$ cat src/rtl/cache_arb_pkg.sv
// ---------------------------------------------------------------------------
// cache_arb_pkg
// Shared types for the cache/main-memory arbiter.
//   arb_state_e : arbiter FSM states (IDLE, XFER, DONE)
//   OWNER_I/D   : encoding of the Owner output / last-owner flop
// ---------------------------------------------------------------------------
package cache_arb_pkg;

    typedef enum logic [1:0] {
        ARB_IDLE = 2'd0,
        ARB_XFER = 2'd1,
        ARB_DONE = 2'd2
    } arb_state_e;

    localparam logic OWNER_I = 1'b0;
    localparam logic OWNER_D = 1'b1;

    // Mask that clears the byte offset plus the word-in-line index bits.
    function automatic logic [31:0] line_base_mask(input int cnt_w);
        return ~((32'd1 << (cnt_w + 2)) - 32'd1);
    endfunction

endpackage

$ cat src/rtl/arb_pick.sv
// ---------------------------------------------------------------------------
// arb_pick
// Combinational winner select between the I-cache and D-cache requesters.
// Build option: ARB_ROUND_ROBIN_EN
//   defined   : a tie goes to the side not granted last (i_last_owner)
//   undefined : fixed priority, D over I; i_last_owner port is absent
// Ports:
//   i_last_owner : side granted most recently (round-robin build only)
//   i_ireq       : I-side request
//   i_dreq       : D-side request
//   o_valid      : at least one request present
//   o_owner      : winning side (OWNER_I / OWNER_D)
// ---------------------------------------------------------------------------
module arb_pick
    import cache_arb_pkg::*;
(
`ifdef ARB_ROUND_ROBIN_EN
    input  logic i_last_owner,
`endif
    input  logic i_ireq,
    input  logic i_dreq,
    output logic o_valid,
    output logic o_owner
);

    always_comb begin
        o_valid = i_ireq | i_dreq;
        o_owner = OWNER_I;
`ifdef ARB_ROUND_ROBIN_EN
        if (i_ireq && i_dreq) begin
            o_owner = ~i_last_owner;
        end else if (i_dreq) begin
            o_owner = OWNER_D;
        end
`else
        if (i_dreq) begin
            o_owner = OWNER_D;
        end
`endif
    end

endmodule

$ cat src/rtl/cache_mem_arbiter.sv
// ---------------------------------------------------------------------------
// cache_mem_arbiter
// Shares the single main-memory port between the I-cache refill path and the
// D-cache refill/writeback path. One owner at a time runs a LINE_WORDS burst;
// every word is handed over with a MemReq/MemAck handshake.
// Build option: ARB_ROUND_ROBIN_EN (round-robin tie break, see arb_pick).
// Ports:
//   CPU_CLK, CPU_RST            : clock, synchronous active-high reset
//   IReq/IAddr                  : I-side line read request (held to IDone)
//   IRdData/IRdValid/IDone      : I-side refill words and completion pulse
//   DReq/DWe/DAddr/DWrData      : D-side line read/write request (held to DDone)
//   WordIdx/DWrReady            : current word index, write word consumed
//   DRdData/DRdValid/DDone      : D-side refill words and completion pulse
//   MemReq/MemWe/MemAddr/MemWrData/MemAck/MemRdData : memory word port
//   Busy/Owner                  : burst in progress / owning side
//   o_dbg_state                 : current FSM state
// ---------------------------------------------------------------------------
module cache_mem_arbiter
    import cache_arb_pkg::*;
#(
    parameter int LINE_WORDS = 8,
    parameter int CNT_W      = $clog2(LINE_WORDS)
) (
    input  logic             CPU_CLK,
    input  logic             CPU_RST,
    input  logic             IReq,
    input  logic [31:0]      IAddr,
    output logic [31:0]      IRdData,
    output logic             IRdValid,
    output logic             IDone,
    input  logic             DReq,
    input  logic             DWe,
    input  logic [31:0]      DAddr,
    input  logic [31:0]      DWrData,
    output logic [CNT_W-1:0] WordIdx,
    output logic             DWrReady,
    output logic [31:0]      DRdData,
    output logic             DRdValid,
    output logic             DDone,
    output logic             MemReq,
    output logic             MemWe,
    output logic [31:0]      MemAddr,
    output logic [31:0]      MemWrData,
    input  logic             MemAck,
    input  logic [31:0]      MemRdData,
    output logic             Busy,
    output logic             Owner,
    output logic [1:0]       o_dbg_state
);

    localparam logic [31:0] BASE_MASK = line_base_mask(CNT_W);
    localparam logic [CNT_W-1:0] LAST_IDX = CNT_W'(LINE_WORDS - 1);

    arb_state_e       r_state;
    arb_state_e       w_state_nxt;
    logic [CNT_W-1:0] r_word_idx;
    logic             r_owner;
    logic             r_we;
    logic [31:0]      r_base;

    logic             w_pick_valid;
    logic             w_pick_owner;
    logic             w_xfer;
    logic             w_beat;
    logic [31:0]      w_offset;

    // ------------------------------------------------------------------
    // Winner select
    // ------------------------------------------------------------------
`ifdef ARB_ROUND_ROBIN_EN
    logic r_last_owner;

    always_ff @(posedge CPU_CLK) begin
        if (CPU_RST) begin
            r_last_owner <= OWNER_I;
        end else if (r_state == ARB_IDLE && w_pick_valid) begin
            r_last_owner <= w_pick_owner;
        end
    end

    arb_pick u_pick (
        .i_last_owner (r_last_owner),
        .i_ireq       (IReq),
        .i_dreq       (DReq),
        .o_valid      (w_pick_valid),
        .o_owner      (w_pick_owner)
    );
`else
    arb_pick u_pick (
        .i_ireq  (IReq),
        .i_dreq  (DReq),
        .o_valid (w_pick_valid),
        .o_owner (w_pick_owner)
    );
`endif

    // ------------------------------------------------------------------
    // State register, grant latches and word counter
    // ------------------------------------------------------------------
    always_ff @(posedge CPU_CLK) begin
        if (CPU_RST) begin
            r_state    <= ARB_IDLE;
            r_word_idx <= '0;
            r_owner    <= OWNER_I;
            r_we       <= 1'b0;
            r_base     <= '0;
        end else begin
            r_state <= w_state_nxt;
            case (r_state)
                ARB_IDLE: begin
                    if (w_pick_valid) begin
                        r_owner    <= w_pick_owner;
                        r_we       <= (w_pick_owner == OWNER_D) ? DWe : 1'b0;
                        r_base     <= ((w_pick_owner == OWNER_D) ? DAddr : IAddr) & BASE_MASK;
                        r_word_idx <= '0;
                    end
                end
                ARB_XFER: begin
                    // Power-of-2 line: the natural counter wrap lands on 0
                    // exactly when the last word is acked.
                    if (MemAck) begin
                        r_word_idx <= r_word_idx + CNT_W'(1);
                    end
                end
                default: ;
            endcase
        end
    end

    // ------------------------------------------------------------------
    // Next state
    // ------------------------------------------------------------------
    always_comb begin
        w_state_nxt = r_state;
        case (r_state)
            ARB_IDLE: if (w_pick_valid) w_state_nxt = ARB_XFER;
            ARB_XFER: if (MemAck && r_word_idx == LAST_IDX) w_state_nxt = ARB_DONE;
            ARB_DONE: w_state_nxt = ARB_IDLE;
            default:  w_state_nxt = ARB_IDLE;
        endcase
    end

    // ------------------------------------------------------------------
    // Outputs
    // Handshake: in XFER, MemReq/MemWe/MemAddr/MemWrData are held stable
    // until the cycle MemAck is high; that cycle the word transfers, the
    // owner's RdValid (read) or DWrReady (write) pulses alongside it, and
    // the index advances on the following edge. No MemAck timeout.
    // ------------------------------------------------------------------
    assign w_xfer   = (r_state == ARB_XFER);
    assign w_beat   = w_xfer & MemAck;
    assign w_offset = {{(30 - CNT_W){1'b0}}, r_word_idx, 2'b00};

    always_comb begin
        MemReq    = w_xfer;
        MemWe     = w_xfer & r_we;
        MemAddr   = w_xfer ? (r_base + w_offset) : 32'd0;
        MemWrData = (w_xfer && r_we && r_owner == OWNER_D) ? DWrData : 32'd0;

        IRdValid  = w_beat & ~r_we & (r_owner == OWNER_I);
        DRdValid  = w_beat & ~r_we & (r_owner == OWNER_D);
        DWrReady  = w_beat &  r_we & (r_owner == OWNER_D);
        IRdData   = IRdValid ? MemRdData : 32'd0;
        DRdData   = DRdValid ? MemRdData : 32'd0;

        IDone     = (r_state == ARB_DONE) & (r_owner == OWNER_I);
        DDone     = (r_state == ARB_DONE) & (r_owner == OWNER_D);
    end

    assign WordIdx     = r_word_idx;
    assign Busy        = (r_state != ARB_IDLE);
    assign Owner       = r_owner;
    assign o_dbg_state = r_state;

endmodule

$ cat config.mk
export PLATFORM = sky130hd
export DESIGN_NAME = cache_mem_arbiter
export DESIGN_NICKNAME = d
export VERILOG_FILES = /design/src/rtl/cache_arb_pkg.sv /design/src/rtl/arb_pick.sv /design/src/rtl/cache_mem_arbiter.sv
export SDC_FILE = /design/constraint.sdc
export NUM_CORES = 1
export LEC_CHECK = 0
export CAP_MARGIN = 20
export CORE_AREA = 5 5 103 105
export CTS_CLUSTER_DIAMETER = 100
export CTS_CLUSTER_SIZE = 30
export DETAILED_ROUTE_END_ITERATION = 7
export DIE_AREA = 0 0 108 110
export GPL_ROUTABILITY_DRIVEN = 0
export PLACE_DENSITY = 0.81
export SYNTH_ARGS = -nofsm -noshare
export SYNTH_HDL_FRONTEND = slang
export SYNTH_SLANG_ARGS = --single-unit
$ cat constraint.sdc
create_clock -name CPU_CLK -period 4.4 [get_ports CPU_CLK]
set_clock_uncertainty 0.05 [all_clocks]
set_input_delay 0.88 -clock CPU_CLK [delete_from_list [all_inputs] [get_ports CPU_CLK]]
set_output_delay 0.88 -clock CPU_CLK [all_outputs]
set_load 0.02 [all_outputs]
==> flow_summary.ini, run 1 <==
[power]
p_switching_mw = 0.290
comb_power_share = 0.341
ir_drop_v = 0.000153
total_leakage_power_nw = 2.05
intPower_mw = 0.786
clock_power_share = 0.332
power_mw = 1.08
p_seq_frac = 0.327
p_per_area_mw_per_mm2 = 203
switching_share = 0.270

[die]
core_area_mm2 = 0.00955
std_cell_rows = 36
initial_core_util = 0.260
design.die.area_mm2 = 0.0119
pin_count = 276
die_y_um = 110
die_x_um = 108

[logic_synthesis]
synth_edf_count = 0
yosysSeqAreaShare = 0.274
syn-cell-area_mm2 = 0.00248
ys.flop_type = dfxtp_1
synthTopCellsByArea = and2_1 (32%), dfxtp_1 (27%), mux2i_1 (11%)
ys_warn_count = 0
synth_seq_cells = 34
synth_cell_types = 28
syn_area_per_cell_um2 = 8.08
netlist.area_leader.share = 0.323
postSynthCellCount = 307
async_reset_ff_frac = 0
synth_top_area_cell = and2_1

[routing]
vias = 3138
wl_per_cell_um = 16.9
wirelength_um = 11600
drc = 0
drt_iter0_markers = 94
viasPerCell = 4.56
drt-pass1-iter-count = 4
ant_nets = 0

[clock_network]
cts_setup_buffers = 0
root_buffer = clkbuf_8
numClockSinks = 34
post_cts_resized = 0
h-tree-depth = 2
cts_tree = built
clk_latency_ns = 0.28
cts_max_path_buffers = 2
cts_hold_buf = 0
cts_buffers = 5
clk_pin_slew_ns = 0.07

[global_routing]
grt_pass1_wl_um = 16700
grt_max_degree = 35
antenna_found_initial = 5
grt_pass1_vias = 3055
grt_remaining_overflow = 0
grt_util_all_layers = 0.181

[worst_setup_path]
end_kind = output port
crit_slowest_cell = clkdlybuf4s50_1
cp_data_arrival_time_ns = 2.98
path_class = in2out
crit_top_cell = clkdlybuf4s50_1
cp_max_fo = 33
critical-path-top-delay-family = buffers and inverters
cp_slowest_stage_delay_ns = 0.64
cp.required_ns = 3.47
crit_chain = clkdlybuf4s50_1 > and4bb_2 > and2_1 > clkdlybuf4s50_1
crit_path_start_kind = input pin
critPathBufInv = 2

[timing]
worstMarginPinSlew_ns = 1.01
min_period_ns = 3.91
period_share = 0.889
fin_setup_tns_ns = 0
hold_ws_ns = 0.466
setup_viol = 0
slew_violations = 0
rsz0062_at_grt = no
fmax_ghz = 0.256
final_hold_viol_count = 0
slew_headroom = 0.325

[cells_and_area]
n_antenna_cell = 0
layout-drive-gt1-share = 0.0396
final_nets = 690
fillers = 889
areaGrowthSynthToFinish_pct = 114
final_cell_mix = clkdlybuf4s50_1 (262), and2_1 (128), dfxtp_1 (34), a21oi_1 (32)
final_common_cell = clkdlybuf4s50_1

[job]
cap_violations = 0

[place]
io_buffers = 263
hpwl_um = 9670

[outcome]
status = finished clean

[hold_path]
min_path_type = reg2reg
flip-flops by register name, summed over array words and instances (netlist names):
register	count
Owner	1
WordIdx	3
o_dbg_state	2
r_base	27
r_we	1
area by class of cell:
class | count | area [um2] | area share
Timing Repair Buffer | 269 | 2670 | 0.504
Multi-Input combinational cell | 243 | 1640 | 0.309
Sequential cell | 34 | 681 | 0.128
Tap cell | 133 | 166 | 0.0314
Inverter | 1 | 3.75 | 0.000707
Clock inverter | 2 | 60.1 | 0.0113
Clock buffer | 6 | 82.6 | 0.0156
worst paths after layout:
| check | startpoint | end | slack [ns] | cells past startpoint |
|---|---|---|---|---|
| worst max-delay path | MemAck | IRdData[0] | 0.49 | 4 |
| worst min-delay path | r_base[22] | r_base[22] | 0.47 | 2 |
| worst max register to register | o_dbg_state[0] | r_base[15] | 2.47 | 5 |
| worst min register to register | r_base[22] | r_base[22] | 0.47 | 2 |
through the flow:
stage	cells	area (um2)	setup slack [ns]	util
floorplan	308	2480	1.87	-
global placement	680	5160	0.467	0.541
detailed placement	680	5160	0.450	0.541
CTS	688	5310	0.448	0.556
global route	688	5310	0.362	0.556
finish	688	5310	0.490	0.556
power by group through the flow:
stage               Clock (mW)  Combinational (mW)  Sequential (mW)
floorplan                    0               0.163            0.356
global placement             0               0.365            0.357
detailed placement           0               0.370            0.358
CTS                      0.363               0.371            0.352
global route             0.374               0.394            0.355
finish                   0.357               0.367            0.352
per-layer routing:
layer  track usage  part of all wire  up-vias
li1              -                 -     1531
met4        0.0532             0.016       10
met5             0            0.0065        -
met3        0.0868              0.12       22
met2         0.323              0.49      163
met1         0.191              0.37     1412
synth_stat cells, types with 2 or more instances:
library cell	n
a211oi_1	27
a21oi_1	32
and2_1	128
buf_2	15
buf_4	8
clkbuf_1	6
dfxtp_1	34
ha_1	2
mux2i_1	27
nand2_1	2
nand3_1	3
nor2_1	3
nor3b_1	2
o211ai_1	3
o21ai_0	2
cells by family (layout without fill, tap and decap cells):
family | Yosys count | after routing | share of synthesized area
mux | 27 | 27 | 0.109
buf+inv | 31 | 278 | 0.0666
fa+ha+maj | 2 | 2 | 0.0101
other cells | 1 | 2 | 0.00151
flops | 34 | 34 | 0.274
simple gates | 147 | 147 | 0.376
compound gates | 65 | 65 | 0.162
worst reg2reg max path: cells and delay by family, from the launching register on:
kind                   cells  cell delay [ns]
and+or+nand+nor            2             0.68
AOI/OAI and AO/OA          1             0.18
buffers and inverters      2             0.50
DFF                        1             0.37
Power figures use the tool's default switching activity.
==> inputs of run 2 (changes only) <==
--- a/config.mk
+++ b/config.mk
@@ -6,13 +6,15 @@
 export NUM_CORES = 1
 export LEC_CHECK = 0
 export CAP_MARGIN = 20
-export CORE_AREA = 5 5 103 105
+export CELL_PAD_IN_SITES_DETAIL_PLACEMENT = 1
+export CELL_PAD_IN_SITES_GLOBAL_PLACEMENT = 2
+export CORE_MARGIN = 5
+export CORE_UTILIZATION = 14
 export CTS_CLUSTER_DIAMETER = 100
 export CTS_CLUSTER_SIZE = 30
 export DETAILED_ROUTE_END_ITERATION = 7
-export DIE_AREA = 0 0 108 110
 export GPL_ROUTABILITY_DRIVEN = 0
-export PLACE_DENSITY = 0.81
+export PLACE_DENSITY = 0.92
 export SYNTH_ARGS = -nofsm -noshare
 export SYNTH_HDL_FRONTEND = slang
 export SYNTH_SLANG_ARGS = --single-unit
==> run 2 against run 1 <==
Effect of this change: power is 11% higher; via count is 2.2% higher; core utilization is 24 points lower; non-clock buffer count is the same; flip-flop and latch count unchanged; setup slack worse by 0.10 ns; sequential share of layout area fell by 0.44 points; cell count up 13%; sequential power barely moved; final area is 3.5% higher; global-route usage shrank 5.7 points; register-to-register slack hardly changed; critical path type unchanged.
==> flow_summary.ini, run 2 (same netlist as run 1, synthesis figures left out) <==
[global_routing]
grt_pass1_vias = 3622
grt_remaining_overflow = 0
grt_util_all_layers = 0.125
antenna_found_initial = 0
grt_max_degree = 34
grt_pass1_wl_um = 20200

[cells_and_area]
top_register = r_base
final_cell_mix = clkdlybuf4s50_1 (262), and2_1 (128), dfxtp_1 (34), a21oi_1 (32)
largest_register_ffs = 27
layout-drive-gt1-share = 0.0396
final_nets = 690
areaGrowthSynthToFinish_pct = 121
final_common_cell = clkdlybuf4s50_1
n_antenna_cell = 0
fillers = 1987

[clock_network]
numClockSinks = 34
clk_latency_ns = 0.28
cts_setup_buffers = 0
cts_buffers = 5
cts_max_path_buffers = 2
cts_tree = built
root_buffer = clkbuf_16
post_cts_resized = 0
clk_pin_slew_ns = 0.06
cts_hold_buf = 0
h-tree-depth = 2

[worst_setup_path]
crit_top_cell = clkdlybuf4s50_1
end_kind = output port
path_class = in2out
crit_path_start_kind = input pin
crit_slowest_cell = clkdlybuf4s50_1
crit_chain = clkdlybuf4s50_1 > and4bb_2 > and2_1 > clkdlybuf4s50_1
critical-path-top-delay-family = buffers and inverters
reg2reg_slack_ns = 2.48
cp_slowest_stage_delay_ns = 0.67
cp_data_arrival_time_ns = 3.08
cp_max_fo = 33
cp.required_ns = 3.47
critPathBufInv = 2

[routing]
wl_per_cell_um = 17.5
drc = 0
drt-pass1-iter-count = 4
vias = 3208
wirelength_um = 13600
viasPerCell = 4.11
ant_nets = 0
drt_iter0_markers = 58

[place]
io_buffers = 263
hpwl_um = 11100

[timing]
slew_headroom = 0.295
fin_setup_tns_ns = 0
setup_viol = 0
worstMarginPinSlew_ns = 1.06
slew_violations = 0
fmax_ghz = 0.249
period_share = 0.912
rsz0062_at_grt = no
min_period_ns = 4.01
final_hold_viol_count = 0

[die]
die_y_um = 143
design.die.area_mm2 = 0.0205
core_area_mm2 = 0.0174
initial_core_util = 0.143
die_x_um = 143
pin_count = 276
std_cell_rows = 48

[power]
total_leakage_power_nw = 2.08
ir_drop_v = 0.000204
p_per_area_mw_per_mm2 = 218
power_mw = 1.20

[outcome]
status = finished clean

[hold_path]
min_path_type = reg2reg

[job]
cap_violations = 0
[run 2: changes by cell type in the layout (fill, tap and decap cells not counted), sizes merged]
cell    before  now
clkinv       0    1
clkbuf       6    5
[run 2: area by class of cell]
class	count	area [um2]	share of cell area
repair buffers	269	2690	0.490
multi-input cells	243	1640	0.299
flip-flops and latches	34	681	0.124
well taps	225	282	0.0513
clock buffers	5	125	0.0228
clock inverters	3	68.8	0.0125
inverters	1	3.75	0.000683
[run 2: path summary, 6_finish.rpt]
path / end / depth (start not counted) / from
hold reg to reg: r_base[12] / 2 / r_base[12]
hold / removal: r_base[12] / 2 / r_base[12]
setup / recovery: IRdData[7] / 4 / MemAck
setup reg to reg: r_base[7] / 5 / o_dbg_state[0]
[run 2: routing by layer]
metal,track usage,vias to the layer above,share of wire
li1,-,1529,-
met1,0.133,1501,0.38
met2,0.236,170,0.51
met3,0.0449,8,0.11
met4,0.0240,0,0.0093
met5,0,-,0
[run 2: through the flow]
stage	hold WS [ns]	util	cells	cell area [um2]	setup WS, ns
final	0.469	0.316	780	5490	0.387
after global placement	0.455	0.304	771	5270	0.462
after floorplan	0.426	-	308	2480	1.87
after CTS	0.472	0.316	780	5490	0.346
after global routing	0.493	0.316	780	5490	0.262
after detailed placement	0.466	0.305	772	5300	0.349
[run 2: worst reg2reg max path, stage by stage (launching register included)]
cell and delay (ns):
dfxtp_1 0.35, nor2_2 0.12, buf_4 0.33, inv_2 0.17
nor2_4 0.57, a211oi_1 0.18
[run 2: where the power goes]
| group | internal, mW | total [mW] | switching, mW |
|---|---|---|---|
| Clock | 0.326 | 0.467 | 0.141 |
| Combinational | 0.210 | 0.378 | 0.168 |
| Sequential | 0.337 | 0.353 | 0.0168 |
==> inputs of run 3 (changes only) <==
==> config.mk (replaced) <==
export PLATFORM = sky130hd
export DESIGN_NAME = cache_mem_arbiter
export DESIGN_NICKNAME = d
export VERILOG_FILES = /design/src/rtl/cache_arb_pkg.sv /design/src/rtl/arb_pick.sv /design/src/rtl/cache_mem_arbiter.sv
export SDC_FILE = /design/constraint.sdc
export NUM_CORES = 1
export LEC_CHECK = 0
export CORE_AREA = 5 5 103 105
export CTS_CLUSTER_DIAMETER = 100
export CTS_CLUSTER_SIZE = 30
export DETAILED_ROUTE_END_ITERATION = 7
export DIE_AREA = 0 0 108 110
export GPL_ROUTABILITY_DRIVEN = 0
export PLACE_DENSITY = 0.81
export SYNTH_ARGS = -nofsm -noshare
export SYNTH_HDL_FRONTEND = slang
export SYNTH_SLANG_ARGS = --single-unit
export TNS_END_PERCENT = 100
==> results of run 3 <==
No change in the layout: final DEF, timing and power equal those of run 1.
